[src/rtl/brq_pkg.sv]
// Shared types for the brq writeback stage.
package brq_pkg;

  typedef enum logic [1:0] {
    WB_INSTR_LOAD  = 2'd0,
    WB_INSTR_STORE = 2'd1,
    WB_INSTR_OTHER = 2'd2
  } wb_instr_type_e;

  // One writeback queue entry payload (valid bit kept separately).
  typedef struct packed {
    wb_instr_type_e itype;
    logic [31:0]    pc;
    logic           compressed;
    logic           count;
    logic [4:0]     waddr;
    logic [31:0]    wdata;
    logic           we;
    logic           fp;
  } wb_entry_t;

  // Result of a hazard/forwarding lookup for one source operand.
  typedef struct packed {
    logic        hazard;
    logic        fwd;
    logic [31:0] data;
  } wb_fwd_t;

endpackage

[src/rtl/brq_wbu_queue.sv]
// In-order multi-entry writeback queue between ID/EX and the integer/FP register files,
// with per-source hazard detection and forwarding from pending entries.
module brq_wbu_queue
  import brq_pkg::*;
#(
  parameter int unsigned Depth    = 2,
  parameter bit          FpEnable = 1'b1
) (
  input  logic           clk_i,
  input  logic           rst_ni,

  input  logic           en_wb_i,
  input  wb_instr_type_e instr_type_wb_i,
  input  logic [31:0]    pc_id_i,
  input  logic           instr_is_compressed_id_i,
  input  logic           instr_perf_count_id_i,
  input  logic [4:0]     rf_waddr_id_i,
  input  logic [31:0]    rf_wdata_id_i,
  input  logic           rf_we_id_i,
  input  logic           fp_rf_we_id_i,

  input  logic           lsu_resp_valid_i,
  input  logic           lsu_resp_err_i,
  input  logic [31:0]    rf_wdata_lsu_i,

  input  logic [4:0]     rf_raddr_a_i,
  input  logic [4:0]     rf_raddr_b_i,

  output logic           ready_wb_o,
  output logic           hazard_a_o,
  output logic           hazard_b_o,
  output logic           fwd_valid_a_o,
  output logic           fwd_valid_b_o,
  output logic [31:0]    fwd_data_a_o,
  output logic [31:0]    fwd_data_b_o,
  output logic           outstanding_load_wb_o,
  output logic           outstanding_store_wb_o,

  output logic [4:0]     rf_waddr_wb_o,
  output logic [31:0]    rf_wdata_wb_o,
  output logic           rf_we_wb_o,
  output logic           fp_rf_we_wb_o,
  output logic [31:0]    pc_wb_o,

  output logic           instr_done_wb_o,
  output logic           perf_instr_ret_wb_o,
  output logic           perf_instr_ret_compressed_wb_o
);

  localparam int unsigned PtrW = (Depth > 1) ? $clog2(Depth) : 1;
  localparam int unsigned SumW = PtrW + 1;
  localparam int unsigned CntW = $clog2(Depth + 1);

  logic [Depth-1:0] r_valid;
  wb_entry_t        r_entry [Depth];
  logic [PtrW-1:0]  r_rptr;
  logic [PtrW-1:0]  r_wptr;
  logic [CntW-1:0]  r_count;

  wb_entry_t       w_head;
  wb_entry_t       w_new;
  logic            w_head_valid;
  logic            w_head_other;
  logic            w_head_done;
  logic            w_push;
  logic            w_pop;
  logic            w_wr_en;
  logic [31:0]     w_wdata;
  logic [PtrW-1:0] w_rptr_nxt;
  logic [PtrW-1:0] w_wptr_nxt;
  logic            w_out_load;
  logic            w_out_store;
  wb_fwd_t         w_fwd_a;
  wb_fwd_t         w_fwd_b;

  // Head decode, retire condition and register file write data selection.
  always_comb begin
    w_head       = r_entry[r_rptr];
    w_head_valid = r_valid[r_rptr];
    w_head_other = (w_head.itype == WB_INSTR_OTHER);
    w_head_done  = w_head_valid & (w_head_other | lsu_resp_valid_i);
    w_wr_en      = 1'b0;
    w_wdata      = '0;
    if (w_head_valid) begin
      if (w_head_other) begin
        w_wr_en = w_head.we;
        w_wdata = w_head.wdata;
      end else if ((w_head.itype == WB_INSTR_LOAD) && lsu_resp_valid_i && !lsu_resp_err_i) begin
        w_wr_en = 1'b1;
        w_wdata = rf_wdata_lsu_i;
      end
    end
  end

  assign ready_wb_o = (r_count < CntW'(Depth)) | w_head_done;
  assign w_push     = en_wb_i & ready_wb_o;
  assign w_pop      = w_head_done;

  // Pointers wrap explicitly so non power-of-two depths work.
  assign w_rptr_nxt = (r_rptr == PtrW'(Depth - 1)) ? '0 : r_rptr + PtrW'(1);
  assign w_wptr_nxt = (r_wptr == PtrW'(Depth - 1)) ? '0 : r_wptr + PtrW'(1);

  always_comb begin
    w_new            = '0;
    w_new.itype      = instr_type_wb_i;
    w_new.pc         = pc_id_i;
    w_new.compressed = instr_is_compressed_id_i;
    w_new.count      = instr_perf_count_id_i;
    w_new.waddr      = rf_waddr_id_i;
    w_new.wdata      = rf_wdata_id_i;
    w_new.we         = rf_we_id_i;
    w_new.fp         = fp_rf_we_id_i & FpEnable;
  end

  // Control state; a push into the slot freed by a same-cycle pop keeps it valid.
  always_ff @(posedge clk_i or negedge rst_ni) begin
    if (!rst_ni) begin
      r_valid <= '0;
      r_rptr  <= '0;
      r_wptr  <= '0;
      r_count <= '0;
    end else begin
      if (w_pop) begin
        r_valid[r_rptr] <= 1'b0;
        r_rptr          <= w_rptr_nxt;
      end
      if (w_push) begin
        r_valid[r_wptr] <= 1'b1;
        r_wptr          <= w_wptr_nxt;
      end
      r_count <= r_count + CntW'(w_push) - CntW'(w_pop);
    end
  end

  always_ff @(posedge clk_i) begin
    if (w_push) begin
      r_entry[r_wptr] <= w_new;
    end
  end

  // Walk oldest to youngest so the youngest matching entry determines the result.
  function automatic wb_fwd_t lookup(input logic [4:0] raddr);
    wb_fwd_t         res;
    logic [SumW-1:0] pos;
    logic [PtrW-1:0] idx;
    res = '0;
    for (int unsigned i = 0; i < Depth; i++) begin
      pos = SumW'(r_rptr) + SumW'(i);
      if (pos >= SumW'(Depth)) begin
        pos = pos - SumW'(Depth);
      end
      idx = pos[PtrW-1:0];
      if (r_valid[idx] && !r_entry[idx].fp &&
          (r_entry[idx].we || (r_entry[idx].itype == WB_INSTR_LOAD)) &&
          (r_entry[idx].waddr == raddr) && (raddr != 5'd0)) begin
        res = '0;
        if (r_entry[idx].itype == WB_INSTR_LOAD) begin
          res.hazard = 1'b1;
        end else if (r_entry[idx].itype == WB_INSTR_OTHER) begin
          res.fwd  = 1'b1;
          res.data = r_entry[idx].wdata;
        end
      end
    end
    return res;
  endfunction

  always_comb begin
    w_fwd_a = lookup(rf_raddr_a_i);
    w_fwd_b = lookup(rf_raddr_b_i);
  end

  always_comb begin
    w_out_load  = 1'b0;
    w_out_store = 1'b0;
    for (int unsigned i = 0; i < Depth; i++) begin
      if (r_valid[PtrW'(i)]) begin
        w_out_load  = w_out_load  | (r_entry[PtrW'(i)].itype == WB_INSTR_LOAD);
        w_out_store = w_out_store | (r_entry[PtrW'(i)].itype == WB_INSTR_STORE);
      end
    end
  end

  assign hazard_a_o             = w_fwd_a.hazard;
  assign hazard_b_o             = w_fwd_b.hazard;
  assign fwd_valid_a_o          = w_fwd_a.fwd;
  assign fwd_valid_b_o          = w_fwd_b.fwd;
  assign fwd_data_a_o           = w_fwd_a.data;
  assign fwd_data_b_o           = w_fwd_b.data;
  assign outstanding_load_wb_o  = w_out_load;
  assign outstanding_store_wb_o = w_out_store;

  assign rf_waddr_wb_o = w_head_valid ? w_head.waddr : '0;
  assign rf_wdata_wb_o = w_wdata;
  assign rf_we_wb_o    = w_wr_en & ~w_head.fp;
  assign fp_rf_we_wb_o = w_wr_en & w_head.fp;
  assign pc_wb_o       = w_head_valid ? w_head.pc : '0;

  assign instr_done_wb_o                = w_head_done;
  assign perf_instr_ret_wb_o            = w_head_done & w_head.count &
                                          ~(lsu_resp_valid_i & lsu_resp_err_i);
  assign perf_instr_ret_compressed_wb_o = perf_instr_ret_wb_o & w_head.compressed;

endmodule

[config.mk]
export PLATFORM = sky130hd
export DESIGN_NAME = brq_wbu_queue
export DESIGN_NICKNAME = d
export VERILOG_FILES = /design/src/rtl/brq_pkg.sv /design/src/rtl/brq_wbu_queue.sv
export SDC_FILE = /design/constraint.sdc
export NUM_CORES = 1
export LEC_CHECK = 0
export BUFFER_PORTS_ARGS = -buffer_cell sky130_fd_sc_hd__buf_2
export CAP_MARGIN = 30
export CORE_ASPECT_RATIO = 1.75
export CORE_MARGIN = 1
export CORE_UTILIZATION = 45
export CTS_BUF_LIST = sky130_fd_sc_hd__clkbuf_8
export CTS_CLUSTER_DIAMETER = 120
export CTS_CLUSTER_SIZE = 30
export DETAILED_ROUTE_END_ITERATION = 12
export MAX_ROUTING_LAYER = met4
export PLACE_DENSITY = 0.84
export SLEW_MARGIN = 40
export SYNTH_ARGS = -nofsm -noshare
export SYNTH_HDL_FRONTEND = slang
export SYNTH_SLANG_ARGS = --single-unit
[constraint.sdc]
create_clock -name clk_i -period 7.72 [get_ports clk_i]
set_clock_uncertainty 0.2 [all_clocks]
set_input_delay 0.772 -clock clk_i [delete_from_list [all_inputs] [get_ports clk_i]]
set_output_delay 0.772 -clock clk_i [all_outputs]
set_load 0.05 [all_outputs]
# ---- Yosys cells after proc, flatten, opt, wreduce, memory -nomap -nowiden
# Memories as Yosys holds them, arrays and structs flattened.
# Cells that the tools add are included.
dict set report totals {
  register_bits 6
  ramBits 150
  memories 1
}
# name depth width rd rd_ports_with_merged_regs write_ports line
set mem_list {}
lappend mem_list {r_entry 2 75 5 0 1 brq_wbu_queue.sv:55} ;# wb_entry_t r_entry [Depth];
dict set report classes {
  add_sub_neg 7
  magnitude_cmp 9
  eq_ne 9
  mux 40
  bitwise_logic 17
  n_reduce_logical 28
}
# operator n
set op_table {}
lappend op_table {{$mux W34} 4}
lappend op_table {{$mux W33} 4}
lappend op_table {{$mux W32} 4}
lappend op_table {{$mux W1} 23}
lappend op_table {{$eq A5 B5 Y1} 4}
lappend op_table {{$logic_and A1 B1 Y1} 16}
lappend op_table {{$logic_not A2 Y1} 5}
lappend op_table {{$reduce_bool A5 Y1} 2}
lappend op_table {{$and A1 B1 Y1} 8}
lappend op_table {{$lt A1 B2 Y1 const B} 4}
lappend op_table {{$eq A2 B2 Y1 const B} 3}
lappend op_table {{$mux W5} 1}
lappend op_table {{$eq A2 B1 Y1 const B} 2}
lappend op_table {{$mux W2} 2}
lappend op_table {{$or A1 B1 Y1} 4}
lappend op_table {{$logic_not A1 Y1} 3}
lappend op_table {{$add A1 B1 Y1 const B} 2}
lappend op_table {{$add A1 B1 Y2 const B} 1}
lappend op_table {{$add A2 B1 Y2} 1}
lappend op_table {{$and A2 B2 Y2} 1}
lappend op_table {{$demux W1 S1} 2}
lappend op_table {{$ge A1 B1 Y1 const B} 2}
lappend op_table {{$ge A1 B2 Y1 const B} 1}
lappend op_table {{$ge A2 B2 Y1 const B} 1}
lappend op_table {{other kinds (7)} 10}

# ---- Logic depth before layout (Yosys ltp)
dict set report depth {
  depth_word 10
  depth_mapped 12
}

# ---- Worst setup path before layout
# OpenSTA, ideal clock, no wires.
dict set report synth_timing {
  path_type {flip-flop to flip-flop}
  startpoint {register r_rptr}
  endpoint {memory r_entry[0][0] (netlist bit) (enable)}
  setup_time_ps 509
  arrival_ps 5907
  required_time_ps 7011
  setup_slack_ps 1104
  path_stages_with_launch 8
  cell_sequence {dfrtp_1 -> buf_6 -> buf_6 -> o21ai_1 -> nor2_1 -> o21ai_0 -> nand2_1 -> nor2_1}
}
dict set report synth_between {
  elab_chain_cells 8
  elab_cells_between_ends 10
  classes_between {eq/ne: 1; mux: 4; bitwise: 4; memory: 1}
}
# item line
set synth_rtl {}
lappend synth_rtl {{start: declaration} brq_wbu_queue.sv:56} ;# logic [PtrW-1:0] r_rptr;
lappend synth_rtl {{start signal: assignment} brq_wbu_queue.sv:125} ;# r_rptr <= w_rptr_nxt;
lappend synth_rtl {{$mem_v2 Z2 W75} --}
lappend synth_rtl {{$eq A2 B2 Y1} brq_wbu_queue.sv:80} ;# w_head_other = (w_head.itype == WB_INSTR_OTHER);
lappend synth_rtl {{$or A1 B1 Y1} brq_wbu_queue.sv:81} ;# w_head_done = w_head_valid & (w_head_other | lsu_resp_valid_i);
lappend synth_rtl {{$and A1 B1 Y1 (*)} brq_wbu_queue.sv:81}
lappend synth_rtl {{$or A1 B1 Y1 (*)} brq_wbu_queue.sv:95} ;# assign ready_wb_o = (r_count < CntW'(Depth)) | w_head_done;
lappend synth_rtl {{net ready_wb_o} brq_wbu_queue.sv:29} ;# output logic ready_wb_o,
lappend synth_rtl {{$and A1 B1 Y1 (*)} brq_wbu_queue.sv:96} ;# assign w_push = en_wb_i & ready_wb_o;
lappend synth_rtl {{$mux W1 (*)} brq_wbu_queue.sv:136} ;# if (w_push) begin
lappend synth_rtl {{$mux W1 (not written as such) (*)} brq_wbu_queue.sv:137} ;# r_entry[r_wptr] <= w_new;
lappend synth_rtl {{end: declaration} brq_wbu_queue.sv:55}
# Mark *: on every way through the listed nets, which the timed path passes. The rest lies on a longest branch. The select of a mux whose other input is x is not followed.

# ---- Worst setup path after layout
dict set report layout_timing {
  startpoint {register r_rptr}
  endpoint {output fwd_data_a_o[20]}
}
dict set report layout_between {
  elab_chain_cells 10
  elab_cells_between_ends 36
  classes_between {add/sub: 3; order compare: 2; eq/ne: 4; mux: 12; reduce/logical: 14; memory: 1}
}
# item line
set layout_rtl {}
lappend layout_rtl {{$add A1 B1 Y2 (tied with other cells)} brq_wbu_queue.sv:148} ;# pos = SumW'(r_rptr) + SumW'(i);
lappend layout_rtl {{$ge A2 B2 Y1 (tied with other cells)} brq_wbu_queue.sv:149} ;# if (pos >= SumW'(Depth)) begin
lappend layout_rtl {{$mux W1 (tied with other cells)} brq_wbu_queue.sv:149}
lappend layout_rtl {{$mem_v2 Z2 W75 (tied with other cells)} --}
lappend layout_rtl {{$logic_not A2 Y1 (tied with other cells)} --}
lappend layout_rtl {{$logic_or A1 B1 Y1 / $logic_and A1 B1 Y1 (equally long branches)} --}
lappend layout_rtl {{$logic_and A1 B1 Y1 (on tied branches)} {brq_wbu_queue.sv:153, brq_wbu_queue.sv:154}}
lappend layout_rtl {{$logic_and A1 B1 Y1 (on tied branches)} {brq_wbu_queue.sv:154, brq_wbu_queue.sv:155}}
lappend layout_rtl {{$logic_and A1 B1 Y1 / $mux W34 (equally long branches)} {brq_wbu_queue.sv:155, brq_wbu_queue.sv:153}}
lappend layout_rtl {{$mux W34 (*)} brq_wbu_queue.sv:153} ;# if (r_valid[idx] && !r_entry[idx].fp &&
lappend layout_rtl {{end: declaration} brq_wbu_queue.sv:34} ;# output logic [31:0] fwd_data_a_o,
# Every way passes the cells marked *; elsewhere a longest branch is shown, timed or not. The select of a mux whose other input is x is not followed.

==> impl_metrics.py <==
metrics = {
    "grt": {
        "grt-ovfl-total": 0,
        "grt_pass1_vias": 6924,
        "grt_usage": 0.234,
        "antenna_found_initial": 8,
        "grt_pass1_wl_mm": 34.6,
        "grt_max_degree": 96,
    },
    "timing": {
        "slew_headroom": 0.464,
        "slew_viol_final": 0,
        "hold_viol": 0,
        "max_freq_mhz": 184,
        "finalSetupViolations": 0,
        "finalSetupTns_ns": 0,
        "period_share": 0.705,
        "fin_crit_ns": 5.44,
        "rsz0062_at_grt": "false",
        "tightestPinTransition_ns": 0.804,
    },
    "logic_synthesis": {
        "syn_nets": 862,
        "synthDistinctLibCells": 52,
        "synth_top_area_cell": "edfxtp_1",
        "syn_avg_cell_area_um2": 11.7,
        "ys_async_sr_fraction": 0.0385,
        "synth_top_area_share": 0.521,
        "synth-simple-area-share": 0.0826,
        "netlist_area_mm2": 0.00864,
        "synth-warning-count": 0,
        "synth_edf_count": 150,
        "yosys.area_share.adder": 0.00289,
        "synth-main-ff-cell": "edfxtp_1",
        "synth_seq_area_share": 0.538,
        "synth.mux.area_fraction": 0.0993,
        "ys_ff_latch": 156,
        "syn_inst": 738,
        "synth_compound_area_frac": 0.213,
        "synth-xor-area-share": 0.0203,
        "synth_area_leaders": "edfxtp_1 52%, a22oi_1 8.4%, mux2i_1 4.6%, mux2_2 4.3%, a21oi_1 4.0%",
        "synth_top_family_by_area": "compound AO/OA/AOI/OAI gates",
    },
    "power": {
        "clkPwrFrac": 0.130,
        "switchingPower_uw": 2490,
        "power_density_mw_per_mm2": 441,
        "pwr-share-comb": 0.582,
        "vdd_drop_max_mv": 0.276,
        "power_uw": 4670,
        "p_leak_uw": 0.00402,
        "intPower_uw": 2180,
        "swShare": 0.534,
        "p_seq_frac": 0.288,
    },
    "worst_setup_path": {
        "critPathSlowestCell": "dfrtp_4",
        "r2r_cells": 10,
        "arrival_ns": 4.47,
        "crit_path_max_incr_delay_ns": 0.95,
        "path_common_cell": "a32oi_1",
        "crit_path_end_kind": "primary output",
        "r2r_slack_ns": 3.84,
        "timing.rr.start": "r_rptr$_DFFE_PN0N_",
        "crit_type": "reg2out",
        "r2r-end": "r_count[1]$_DFF_PN0_",
        "cp-start-kind": "flop",
        "worstPathCellList": "buf_6, nor3b_1, a32oi_1, nor3_1, a2111oi_4, buf_4, a32oi_1, a22oi_1, buf_2",
        "worstPathMaxFanout": 95,
        "worstPathRequired_ns": 6.75,
    },
    "placement": {
        "dp.cells": 1182,
        "dp_hpwl_mm": 15.6,
        "port_buffers": 266,
        "gp_congestion": 0.902,
    },
    "cts": {
        "cts_buffer_depth": 2,
        "clk_pin_slew_ns": 0.08,
        "h-tree-depth": 4,
        "clk-insertion-delay-late_ns": 0.44,
        "post_cts.repair.setup_buffers": 0,
        "cts_resized": 0,
        "cts_tree": "yes",
        "root_buffer": "clkbuf_8",
        "clkSinkCount": 156,
        "ctsHoldBuffers": 1,
        "cts_made_buffers": 17,
    },
    "layout": {
        "fin_nets": 1088,
        "layout-drive-gt1-share": 0.375,
        "syn_to_final_growth_pct": 22.6,
        "stdcell_count": 1223,
        "fillers": 1607,
    },
    "job": {
        "maxCapViolations": 0,
    },
    "die": {
        "design.core.area_mm2": 0.0187,
        "io_pins": 267,
        "die_area_mm2": 0.0198,
        "row_count": 66,
        "die-width_um": 107,
        "start_util": 0.463,
        "die_y_um": 185,
    },
    "route": {
        "route.vias.total": 7393,
        "wl_per_cell_um": 18.8,
        "firstDrtPassIters": 5,
        "drtAntennaViolNets": 0,
        "drcViolationCount": 0,
        "vias_per_cell": 6.04,
        "drtIter0Drc": 684,
        "drt_wl_total_mm": 23.0,
    },
    "min_path": {
        "whs_path_depth": 1,
        "holdPathEnd": "r_count[1]$_DFF_PN0_",
        "hp-start": "r_count[1]$_DFF_PN0_",
        "holdCritPathClass": "reg2reg",
    },
    "run_status": {
        "outcome": "complete, no violations",
    },
}
==> metal layers <==
metal	part of all wire	up-vias	track usage
met4	0.037	0	0.124
met2	0.53	334	0.403
li1	-	3428	-
met1	0.37	3570	0.254
met5	0	-	-
met3	0.063	61	0.0429
==> power by group through the flow <==
stage / logic (uW) / registers (uW) / clock network, uW
4_1_cts: 2730 / 1340 / 626
6_report: 2720 / 1340 / 607
5_1_grt: 2870 / 1370 / 654
3_5_place_dp: 2720 / 1360 / 0
2_1_floorplan: 2130 / 1290 / 0
3_3_place_gp: 2640 / 1350 / 0
==> per-stage QoR <==
step                      setup slack, ns  hold slack, ns  utilization  area, um^2
after floorplan                      1.10           0.239            -        8640
after global placement               2.65           0.255        0.538       10000
after detailed placement             2.59           0.262        0.544       10200
after CTS                            2.09           0.276        0.566       10600
after global routing                 1.95           0.282        0.568       10600
final                                2.28           0.277        0.568       10600
==> logic make-up after synthesis <==
group | after synthesis
multiplexers | 78
adder cells (fa/ha/maj) | 2
AO/OA/AOI/OAI | 256
XOR/XNOR | 20
buffers and inverters | 78
AND/OR/NAND/NOR | 148
flip-flops | 156
==> synth_stat cells (2+ instances only) <==
master	number
nor2_1	79
dfrtp_1	6
mux2i_2	3
a221oi_1	32
nand2_1	4
mux2i_4	2
nor2b_1	4
xnor2_1	16
nor3b_1	3
or4_1	2
inv_1	4
a22oi_1	97
clkbuf_1	38
nand3_1	33
nand4_1	2
mux2_2	33
buf_1	2
nor3_1	4
o21bai_1	2
buf_4	4
ha_1	2
a32oi_1	33
a2111oi_0	2
edfxtp_1	150
and3_1	4
nand2b_1	3
o21ai_0	7
xor2_1	4
nand3b_1	2
a21o_1	2
buf_2	25
mux2i_1	40
o21ai_1	2
a21oi_1	69
o22ai_1	2
buf_6	5
==> critical path, delay by kind of cell (launching register included) <==
kind	cells	cell delay, ns
compound gates	4	1.19
flops	1	0.95
simple gates	2	0.28
buf+inv	3	1.51
==> worst max-delay path by stage <==
stage,from,endpoint,cells past startpoint,slack (ns)
floorplan,r_rptr$_DFFE_PN0N_,r_entry[0][0]$_DFFE_PP_,7,1.10
CTS,r_rptr$_DFFE_PN0N_,fwd_data_a_o[20],9,2.09
detailed placement,r_rptr$_DFFE_PN0N_,fwd_data_a_o[20],9,2.59
global placement,r_rptr$_DFFE_PN0N_,fwd_data_a_o[20],9,2.65
global route,r_rptr$_DFFE_PN0N_,fwd_data_a_o[20],9,1.95
finish,r_rptr$_DFFE_PN0N_,fwd_data_a_o[20],9,2.28
==> cells in the final DEF (no fill, tap or decap), types with 5 or more instances in the layout <==
cell type and n:
buf_2 266, edfxtp_1 150, a22oi_1 97, nor2_1 78, a21oi_1 69, mux2i_1 40
a32oi_1 33, nand3_1 33, mux2_2 33, a221oi_1 32, clkbuf_8 18, xnor2_1 16
diode_2 8, o21ai_0 7, inv_1 6, buf_4 6, dfrtp_1 5
==> final cells by class <==
type | instances | area, um^2 | area share
Antenna cell | 8 | 20.0 | 0.00189
Clock buffer | 18 | 248 | 0.0234
Clock inverter | 14 | 145 | 0.0137
Inverter | 4 | 15.0 | 0.00142
Multi-Input combinational cell | 504 | 3680 | 0.347
Sequential cell | 156 | 4660 | 0.440
Tap cell | 238 | 298 | 0.0281
Timing Repair Buffer | 281 | 1530 | 0.145
==> flip-flops by register name, indices dropped and copies added, names as in the netlist <==
name,flops
r_rptr,1
r_valid,2
r_wptr,1
r_count,2
r_entry,150
Note: power is estimated with default switching activity, not from simulation.
